===== config.mk =====
export PLATFORM = sky130hd
export DESIGN_NAME = message_scroll_ctrl
export DESIGN_NICKNAME = d
export VERILOG_FILES = /design/src/rtl/message_scroll_ctrl.sv
export SDC_FILE = /design/constraint.sdc
export NUM_CORES = 1
export LEC_CHECK = 0
export CORE_ASPECT_RATIO = 1.75
export CORE_MARGIN = 2
export CORE_UTILIZATION = 47
export CTS_BUF_LIST = sky130_fd_sc_hd__clkbuf_4 sky130_fd_sc_hd__clkbuf_8
export DETAILED_ROUTE_END_ITERATION = 10
export GPL_TIMING_DRIVEN = 0
export PLACE_DENSITY = 0.95
export SLEW_MARGIN = 5
export SYNTH_ARGS = -nofsm -noshare
export SYNTH_HDL_FRONTEND = slang
export SYNTH_SLANG_ARGS = --single-unit

===== constraint.sdc =====
create_clock -name clk -period 3.9 [get_ports clk]
set_input_delay 0.585 -clock clk [delete_from_list [all_inputs] [get_ports clk]]
set_output_delay 0.585 -clock clk [all_outputs]
set_load 0.01 [all_outputs]

===== src/rtl/message_scroll_ctrl.sv =====
// Scroll/refresh controller: shows a 4-char window of a 16-char hex message on a
// multiplexed 4-digit display. Define MANUAL_STEP_EN to scroll on step pulses instead of a timer.
module message_scroll_ctrl #(
  parameter int REFRESH_MAX = 4,
  parameter int TICK_MAX    = 50
) (
  input  logic        clk,
  input  logic        reset,
  input  logic [63:0] message,
  input  logic        hold,
`ifdef MANUAL_STEP_EN
  input  logic        step,
`endif
  output logic [3:0]  an,
  output logic [3:0]  digit,
  output logic [3:0]  pos
);

  // state   | meaning
  // BLANKd  | all anodes off for one cycle, load digit d's character
  // ONd     | anode d lit for REFRESH_MAX cycles
  // Encoding: bit0 = lit, bits[2:1] = 3 - d, so the sequence is a plain increment.
  typedef enum logic [2:0] {
    BLANK3 = 3'd0, ON3 = 3'd1,
    BLANK2 = 3'd2, ON2 = 3'd3,
    BLANK1 = 3'd4, ON1 = 3'd5,
    BLANK0 = 3'd6, ON0 = 3'd7
  } state_t;

  localparam int RW = (REFRESH_MAX > 1) ? $clog2(REFRESH_MAX) : 1;
  localparam logic [RW-1:0] R_LAST = RW'(REFRESH_MAX - 1);

  state_t        state;
  logic [RW-1:0] rcnt;
  logic [3:0]    frame_pos;
  logic [1:0]    d;

  assign d = ~state[2:1];

  function automatic logic [3:0] char_at(input logic [63:0] m, input logic [3:0] idx);
    return m[{idx, 2'b00} +: 4];
  endfunction

  always_ff @(posedge clk or posedge reset) begin
    if (reset) begin
      state     <= BLANK3;
      rcnt      <= '0;
      an        <= 4'b1111;
      digit     <= 4'h0;
      frame_pos <= 4'h0;
    end else if (!state[0]) begin
      an    <= 4'b1111;
      rcnt  <= '0;
      state <= state_t'(state + 3'd1);
      // The window is latched only at the start of a frame so a frame never mixes positions.
      if (d == 2'd3) begin
        frame_pos <= pos;
        digit     <= char_at(message, pos);
      end else begin
        digit <= char_at(message, frame_pos + {2'b00, ~d});
      end
    end else begin
      an <= ~(4'b0001 << d);
      if (rcnt == R_LAST) begin
        rcnt  <= '0;
        state <= state_t'(state + 3'd1);
      end else begin
        rcnt <= rcnt + RW'(1);
      end
    end
  end

`ifdef MANUAL_STEP_EN
  always_ff @(posedge clk or posedge reset) begin
    if (reset)
      pos <= 4'h0;
    else if (step && !hold)
      pos <= pos + 4'd1;
  end
`else
  localparam int TW = $clog2(TICK_MAX);
  localparam logic [TW-1:0] T_LAST = TW'(TICK_MAX - 1);

  logic [TW-1:0] tick_cnt;

  always_ff @(posedge clk or posedge reset) begin
    if (reset) begin
      tick_cnt <= '0;
      pos      <= 4'h0;
    end else if (!hold) begin
      if (tick_cnt == T_LAST) begin
        tick_cnt <= '0;
        pos      <= pos + 4'd1;
      end else begin
        tick_cnt <= tick_cnt + TW'(1);
      end
    end
  end
`endif

endmodule


**Word-level counts from Yosys, hierarchy flattened**

Cells that the tools add are included.

- Flip-flop bits (word level): 27
- Output and inout port bits: 12
- Logic and storage cells: 34
- Bits of input ports: 67

- Bitwise gates (word level): 5
- Shift-type cells: 3
- Muxes and demuxes: 7
- Eq/ne operators: 4
- Add/sub/neg operators: 5
- Reductions and logical operators: 2

Operators with widths:

| kind | count |
|---|---|
| 64-bit by 7-bit variable part select with 4-bit output | 2 |
| 4-bit 2-to-1 mux | 2 |
| 6-bit by 1-bit adder with 6-bit output, second input constant | 1 |
| 6-bit equality test, second input constant | 1 |
| 3-bit 2-to-1 mux | 2 |
| 6-bit 2-to-1 mux | 1 |
| 4-bit by 1-bit adder with 4-bit output, second input constant | 1 |
| 4-bit by 2-bit adder with 4-bit output | 1 |
| 2-bit equality test, second input constant | 2 |
| 2-bit 2-to-1 mux | 2 |
| 2-bit inverter | 2 |
| 4-bit inverter | 1 |
| 2-bit AND reduction | 2 |
| 1-bit by 2-bit left shift with 4-bit output, first input constant | 1 |
| 3-bit by 1-bit adder with 3-bit output, second input constant | 1 |
| 2-bit by 1-bit adder with 2-bit output, second input constant | 1 |
| 2-bit by 1-bit != test with 1-bit output, second input constant | 1 |
| 1-bit inverter | 2 |

**Longest topological paths before layout**

Gate-level depths: netlist of the first run.

- Depth in word-level cells: 5
- Gate-level depth with buffers: 9
- Mapped depth without buffers: 8

**Worst setup path before layout of the first run**

No wires, ideal clock.

- Path type: register to register
- Start point: register with a tool-made name
- End point: register digit[0]
- Required time: 3.771 ns
- Arrival time: 2.283 ns
- Setup slack: 1.488 ns
- Stages on the path, launching flop included: 10
- Period minus slack after synthesis: 2.412 ns
- Path buffers: 1
- Library setup time: 0.129 ns
- Cell sequence: dfrtp_1 > ha_1 > fa_1 > xor2_1 > mux2_2 > buf_2 > or2_2 > o22ai_1 > o21a_1 > o31ai_1

RTL lines:

| what | line | RTL |
|---|---|---|
| to (signal assigned) | 58 | `digit <= char_at(message, pos);` |
| to (signal assigned) | 60 | `digit <= char_at(message, frame_pos + {2'b00, ~d});` |
| to (decl) | 15 | `output logic [3:0] digit,` |

==> run metrics, run 1 <==
status complete, no violations; number of flops mapped to enable cells by yosys 0; post-detailed-route wirelength per cell 15.7 um; Reg2Reg Setup Slack 1270 ps; post-CTS setup buffers 0; Static Leakage 0.00108 uW; fillcell total 267; PortBufs 78; Worst-path clk slew 90 ps; Setup CP Type reg -> reg; post-synthesis sequential area ratio 0.382; number of global-route vias before repair 1594; slowest cell delay on critical path 480 ps; mean area per synthesized cell 12.4 um2; unrepaired setup endpoints after global routing no; clk_lat worst skew 270 ps; Longest Clk Path Bufs 2; Die Wd 50.5 um; ratio of cells with drive above 1 in the final layout 0.199; slowest CP cell dfrtp_1; placed cell areas 2620 um2; highest-count cells in the layout ignoring fill and taps clkdlybuf4s50_1, dfrtp_1, mux2_2, nand2_1, mux4_2; post-CTS resize count 0; max_cap viols 0; Setup crit end digit[0]; pre-CTS WS 1260 ps; CP startpoint kind flip-flop; Setup Viol. Count Final 0; Total GRT Usage 0.206; final instance area 2670 um2; largest net degree at the start of global routing 28; Top FF cell, synth dfrtp_1; maximum level of the CTS H-tree 1; worst path cell trace ha_1 > fa_1 > xor2_1 > mux2_2 > buf_2 > mux4_2 > a211oi_1 > o31ai_1; Cells after Synth 144; core footprint 3630 um2; most common cell after layout, fill and taps aside clkdlybuf4s50_1; setup_tns 0 ps; skew final 11.6 ps; drt via density 5.26; Yosys reg bits 27; Synth area leader dfrtp_1; WP buf/inv 1; initial antenna violation count 0; clock root cell clkbuf_8; Async S/R FF share, synth 1.00; Initial Util 0.491; Critical Path AT 2780 ps; Mapped Area 1780 um2; setup ws final 1270 ps; Area Growth Syn to Fin 49.8%; Yosys top cell area share 0.323; clock sinks 27; Pre-antenna DRT Iters 4; hpwl dp 3.62 mm; Worst VDD drop 0.386 mV; synth warn 0; Synth area leaders dfrtp_1, mux2_2, mux4_2; Worst Hold Depth 1; Worst Tran Pin Value 957 ps; crit path max fanout 10; net count of the mapped netlist 219; Die Footprint 4320 um2; GP Congestion 0.752; final slew viol count 0; worst path required time 4050 ps; Hold Crit Class reg -> reg; grt total ovfl 0; Distinct cells, synth 35; crit end category flip-flop; r2r endpoint digit[0]; relative slew slack 0.362; Ports 79; worst-case reg-to-reg path depth 8; n_diodes 0; CTS tree yes; final hold viol count 0; Tmin final 2630 ps; first-pass GRT wire length 6.88 mm; Peak Freq 381 MHz; Num CTS Buffers 3; post-route ant nets 0; vias 1431; P per Cell Area 359 nW/um2; Die Height 85.5 um; final wirelength 4.26 mm; initial drt markers 10; drt drc 0; cts hold-fix bufs 0; final cycle utilization of the critical path 0.673; number of cells on the critical path 8; FP Rows 29; Top delay family on crit path adder cells; nets 302
cell type report:
cell class	instances	area, um2	share of cell area
multi-input combinational	111	1060	0.398
timing repair buffer	78	781	0.293
sequential	27	681	0.255
tap	46	57.6	0.0216
clock buffer	4	48.8	0.0183
buffer	4	31.3	0.0117
inverter	2	7.51	0.00281
metrics by stage:
step,cells,hold slack (ps),total power [uW],util
floorplan,144,409,644,-
global placement,268,421,789,0.722
detailed placement,268,430,808,0.722
CTS,272,442,968,0.736
global route,272,456,1020,0.736
finish,272,441,957,0.736
how the worst min path moves through the flow:
stage / from / end / slack [ps]
floorplan: rcnt[0] / rcnt[0] / 410
finish: rcnt[0] / rcnt[0] / 440
global route: rcnt[0] / rcnt[0] / 460
detailed placement: rcnt[0] / rcnt[0] / 430
CTS: rcnt[0] / rcnt[0] / 440
global placement: rcnt[0] / rcnt[0] / 420
cell usage after synthesis, types with 2 or more instances:
cell type,instances
o22ai_1,6
nor2_1,7
ha_1,7
mux2i_1,3
mux2_2,22
nand2_1,12
nand2b_1,2
nor3_1,2
o21a_1,3
xor2_1,6
buf_6,2
xnor2_1,5
inv_1,2
dfstp_2,4
a211oi_1,3
and2_1,4
nand3_1,3
nand3b_1,2
mux4_1,2
mux4_2,8
dfrtp_1,23
o31ai_1,3
power by group:
group          internal [uW]  switching (uW)  total, uW
clock network           80.0            80.7        161
logic                    255             155        410
registers                334            52.5        387
routing by layer:
layer  vias to the layer above  global-route usage  wire length [um]
li1                        696                   -                 -
met1                       687               0.203              1440
met2                        38               0.415              2580
met3                        10              0.0282               149
met4                         0              0.0713                96
met5                         -                   0                 0
cell families after synthesis:
kind of cell,share of synthesized area
AOI/OAI and AO/OA,0.0688
xor gates and xnor gates,0.0541
adders and majority gates,0.0604
buffers and inverters,0.0218
DFF,0.382
muxes,0.299
and+or+nand+nor,0.114
flip-flops by register name, summed over array words and instances, names as in the netlist, named ones only:
signal	flops
state	2
rcnt	2
pos	4
tick_cnt	6
an	4
frame_pos	4
digit	4
(Power assumes the default switching activity.)
==> inputs of run 2 (changes only) <==
CORE_UTILIZATION = 43   (was 47)
PLACE_DENSITY = 0.9   (was 0.95)
clock period = 2.7 ns   (was 3.9 ns; I/O delays follow)
==> run 2 against run 1 <==
Compared with the run above:
- first-iteration DRC count up 60%
- cell area up 0.75%
- critical path type unchanged
- global-route usage down 2.3 points
- largest power group unchanged
==> run metrics, run 2 (synthesized netlist as in run 1, its figures left out) <==
Longest Clk Path Bufs 2; switching part of the total 0.302; Gate power share 0.428; placed cell count 271; Die Height 89.2 um; crit path max fanout 10; final slew viol count 0; Die Wd 52.7 um; ratio of cells with drive above 1 in the final layout 0.211; area of the multi-input gates 1060 um2; FP Rows 31; crit end category flip-flop; nets 304; grt total ovfl 0; clk_lat worst skew 270 ps; CP startpoint kind flip-flop; max_cap viols 0; drt via density 5.24; worst-case reg-to-reg path depth 9; clock root cell clkbuf_8; Worst VDD drop 0.484 mV; Pre-antenna DRT Iters 2; Net Switching 419 uW; P per Cell Area 515 nW/um2; number of global-route vias before repair 1480; core footprint 4070 um2; Clock Power Share 0.170; initial antenna violation count 0; final wirelength 4.26 mm; internal cell power 967 uW; Peak Freq 392 MHz; highest-count cells in the layout ignoring fill and taps clkdlybuf4s50_1, mux2_2, dfrtp_1, nand2_1, mux4_2; Setup crit end digit[0]; Critical Path AT 2700 ps; clock sinks 27; final cycle utilization of the critical path 0.944; CTS tree yes; setup_tns 0 ps; post-route ant nets 0; post-detailed-route wirelength per cell 15.4 um; Static Leakage 0.00109 uW; Die Footprint 4690 um2; number of flip-flops in the largest register 6; Tmin final 2550 ps; Worst Tran Pin Value 951 ps; WP buf/inv 1; n_diodes 0; largest net degree at the start of global routing 28; Worst-path clk slew 90 ps; GP Congestion 0.790; register with the most flip-flops tick_cnt; slowest CP cell dfrtp_2; Seq pwr share 0.402; initial drt markers 16; unrepaired setup endpoints after global routing no; worst path required time 2850 ps; Top delay family on crit path adder cells; Num CTS Buffers 3; hpwl dp 3.61 mm; non-filler cells, final 277; first-pass GRT wire length 6.44 mm; Area Growth Syn to Fin 50.9%; drt drc 0; status complete, no violations; number of cells on the critical path 9; vias 1451; Reg2Reg Setup Slack 150 ps; slowest cell delay on critical path 440 ps; most common cell after layout, fill and taps aside clkdlybuf4s50_1; overall power 1390 uW; maximum level of the CTS H-tree 1; worst path cell trace ha_1 > fa_1 > xor2_1 > mux2_2 > buf_2 > or2_2 > o22ai_1 > o21a_1 > o31ai_1; Setup Viol. Count Final 0; PortBufs 78; r2r endpoint digit[0]; skew final 1.63 ps; sequential cell area 682 um2; relative slew slack 0.365; final hold viol count 0; Total GRT Usage 0.183; Initial Util 0.437; Hold Crit Class reg -> reg; Ports 79; fillcell total 344; Setup CP Type reg -> reg
[run 2: per-stage QoR]
step                      hold WS, ps  instance area [um2]   util  setup WS [ps]
after global routing              466                 2690  0.660           39.9
after detailed placement          433                 2620  0.644           67.9
after CTS                         445                 2670  0.656           55.1
after floorplan                   409                 1780      -            288
final                             444                 2690  0.660            152
after global placement            422                 2620  0.644            114
[run 2: routing by layer]
metal,routed length [um],global-route usage,up-vias
met3,129,0.0268,15
met2,2450,0.325,38
li1,-,-,704
met1,1540,0.204,694
met4,142,0.100,0
met5,0,0,-
[run 2: worst min-delay path by stage]
stage | slack [ps] | endpoint | start | cells after the start
after floorplan | 410 | rcnt[0] | rcnt[0] | 1
after global placement | 420 | rcnt[0] | rcnt[0] | 1
after detailed placement | 430 | rcnt[0] | rcnt[0] | 1
after CTS | 440 | rcnt[0] | rcnt[0] | 1
after global routing | 470 | rcnt[0] | rcnt[0] | 1
final | 440 | rcnt[0] | rcnt[0] | 1
[run 2: final cells by class]
cell class,instances,area share
Tap cell,49,0.0228
Inverter,2,0.00279
Sequential cell,27,0.254
Multi-Input combinational cell,111,0.395
Buffer,4,0.0116
Timing Repair Buffer,80,0.296
Clock buffer,4,0.0181
[run 2: timing repair]
item                       4_1_cts  5_1_grt
hold buffers                     0        0
resized for setup                0        1
setup buffers                    0        2
setup endpoints to repair        0        4
[run 2: power by group through the flow]
stage / combinational (uW) / sequential (uW) / clock, uW
4_1_cts: 603 / 557 / 238
3_3_place_gp: 581 / 560 / 0
6_report: 594 / 557 / 235
2_1_floorplan: 365 / 565 / 0
3_5_place_dp: 601 / 565 / 0
5_1_grt: 661 / 572 / 257
==> inputs of run 3 (changes only) <==
ABC_AREA = 1   (was not set)
CORE_UTILIZATION = 46   (was 43)
clock period = 2.9 ns   (was 2.7 ns; I/O delays follow)
==> run 3 against run 2 <==
Compared with the run above:
- cell area rose by 13%
- critical path depth unchanged
- clock power shrank 16%
- global-route usage up 4.4 points
- worst setup slack better by 350 ps
- routed wire length grew 36%
- critical endpoint unchanged
- largest power group unchanged
==> run metrics, run 3 <==
internal cell power 1300 uW; core footprint 4440 um2; post-CTS setup buffers 0; non-filler cells, final 467; post-CTS resize count 0; Worst Hold Depth 1; Clock Power Share 0.080; final hold viol count 0; Setup Viol. Count Final 0; fillcell total 386; Initial Util 0.484; worst-case reg-to-reg path depth 9; Pre-antenna DRT Iters 4; clk_lat worst skew 260 ps; worst path required time 3060 ps; relative slew slack 0.356; first-pass GRT wire length 9.69 mm; number of flip-flops in the largest register 6; post-route ant nets 0; slowest CP cell dfrtp_1; net count of the mapped netlist 409; crit path max fanout 8; final cycle utilization of the critical path 0.825; Hold Crit Class reg -> reg; Peak Freq 418 MHz; Die Height 94.4 um; Die Wd 55.7 um; crit end category flip-flop; unrepaired setup endpoints after global routing no; clock root cell clkbuf_8; GP Congestion 0.942; placed cell areas 2990 um2; post-synthesis sequential area ratio 0.317; n_diodes 0; Mapped Area 2150 um2; CP startpoint kind flip-flop; Setup CP Type reg -> reg; Worst-path clk slew 80 ps; initial drt markers 74; Most Frequent Cell on Critical Path nand2_1; FP Rows 32; Synth area leader dfrtp_1; GRT met2 Usage 0.464; Ports 79; number of flops mapped to enable cells by yosys 0; drt drc 0; register with the most flip-flops tick_cnt; max_cap viols 0; Total GRT Usage 0.227; Worst Tran Pin Value 964 ps; met3 layer usage reported by global route 0.0219; grt total ovfl 0; switching part of the total 0.473; Static Leakage 0.00164 uW; P per Cell Area 811 nW/um2; highest-count cells in the layout ignoring fill and taps nand3_1, nand2_1, inv_1, clkdlybuf4s50_1, dfrtp_1; most frequent cell after synthesis nand3_1; Net Switching 1170 uW; setup_tns 0 ps; Async S/R FF share, synth 1.00; hpwl dp 4.88 mm; mean area per synthesized cell 6.44 um2; most common cell after layout, fill and taps aside nand3_1; final slew viol count 0; Num CTS Buffers 3; Longest Clk Path Bufs 2; CTS tree yes; status complete, no violations; worst path cell trace ha_1 > fa_1 > xor2_1 > o21ai_1 > nand3_1 > nand3_1 > nand2_1 > nand2_1 > nand2_1; Distinct cells, synth 26; Die Footprint 5260 um2; Synth area leaders dfrtp_1, nand3_1, nand2_1; Critical Path AT 2550 ps; Yosys top cell area share 0.268; placed cell count 463; final wirelength 5.79 mm; Cells after Synth 334; Seq pwr share 0.247; synth cell count leaders nand3_1, nand2_1, inv_1; ratio of cells with drive above 1 in the final layout 0.0673; slowest cell delay on critical path 490 ps; PortBufs 78; skew final 2.88 ps; Worst VDD drop 0.581 mV; drt via density 4.93; vias 2300; cts hold-fix bufs 0; synth warn 0; nets 492; Gate power share 0.674; final instance area 3040 um2; M1 GR Usage 0.215; largest net degree at the start of global routing 28; maximum level of the CTS H-tree 1; Area Growth Syn to Fin 41.4%; post-detailed-route wirelength per cell 12.4 um; Tmin final 2390 ps; initial antenna violation count 0; Yosys reg bits 27; number of global-route vias before repair 2363; Top FF cell, synth dfrtp_1; clock sinks 27; GRT busiest layer met2
run 3: area by class of cell:
cell class                      instances  area, um2  share of cell area
Sequential cell                        27        681               0.224
Multi-Input combinational cell        215       1100               0.361
Clock inverter                          1       5.00             0.00165
Tap cell                               51       63.8              0.0210
Timing Repair Buffer                   78        781               0.257
Buffer                                  9       58.8              0.0193
Inverter                               83        312               0.102
Clock buffer                            3       41.3              0.0136
run 3: final timing paths:
check	start	end	slack [ps]
worst min register to register	rcnt[0]	rcnt[0]	450
worst max register to register	flip-flop	digit[0]	510
worst min-delay path	rcnt[0]	rcnt[0]	450
worst max-delay path	flip-flop	digit[0]	510
max in group asynchronous	reset	pos[2]	1620
min in group asynchronous	reset	tick_cnt[4]	690
run 3: layer usage:
layer / vias to the layer above / routed length [um]
li1: 1191 / -
met1: 1026 / 2050
met2: 65 / 3310
met3: 18 / 247
met4: 0 / 184
met5: - / 0
run 3: power by group through the flow:
| stage | clock network, uW | registers, uW | logic [uW] |
|---|---|---|---|
| floorplan | 0 | 619 | 1110 |
| CTS | 207 | 609 | 1650 |
| global route | 221 | 631 | 1850 |
| global placement | 0 | 607 | 1600 |
| detailed placement | 0 | 614 | 1650 |
| finish | 197 | 608 | 1660 |
run 3: cell families (layout without fill, tap and decap cells):
| kind of cell | Yosys count | after routing | synth area share |
|---|---|---|---|
| flops | 27 | 27 | 0.317 |
| buf+inv | 92 | 174 | 0.172 |
| compound gates | 18 | 18 | 0.0477 |
| simple gates | 182 | 182 | 0.385 |
| fa+ha+maj | 8 | 8 | 0.0501 |
| xor+xnor | 7 | 7 | 0.0285 |
run 3: through the flow:
stage          total power, uW  setup WS [ps]  hold slack [ps]  utilization
4_1_cts                   2470            514              445        0.684
3_5_place_dp              2260            529              432        0.674
3_3_place_gp              2200            595              415        0.674
5_1_grt                   2700            336              457        0.684
2_1_floorplan             1730            894              407            -
6_report                  2460            506              450        0.684
run 3: critical path: cells and delay by family, from the launching register on:
family	cells	cell delay (ps)
flip-flops	1	490
AO/OA/AOI/OAI	1	480
AND/OR/NAND/NOR	5	480
XOR/XNOR	1	170
adder cells (fa/ha/maj)	2	680
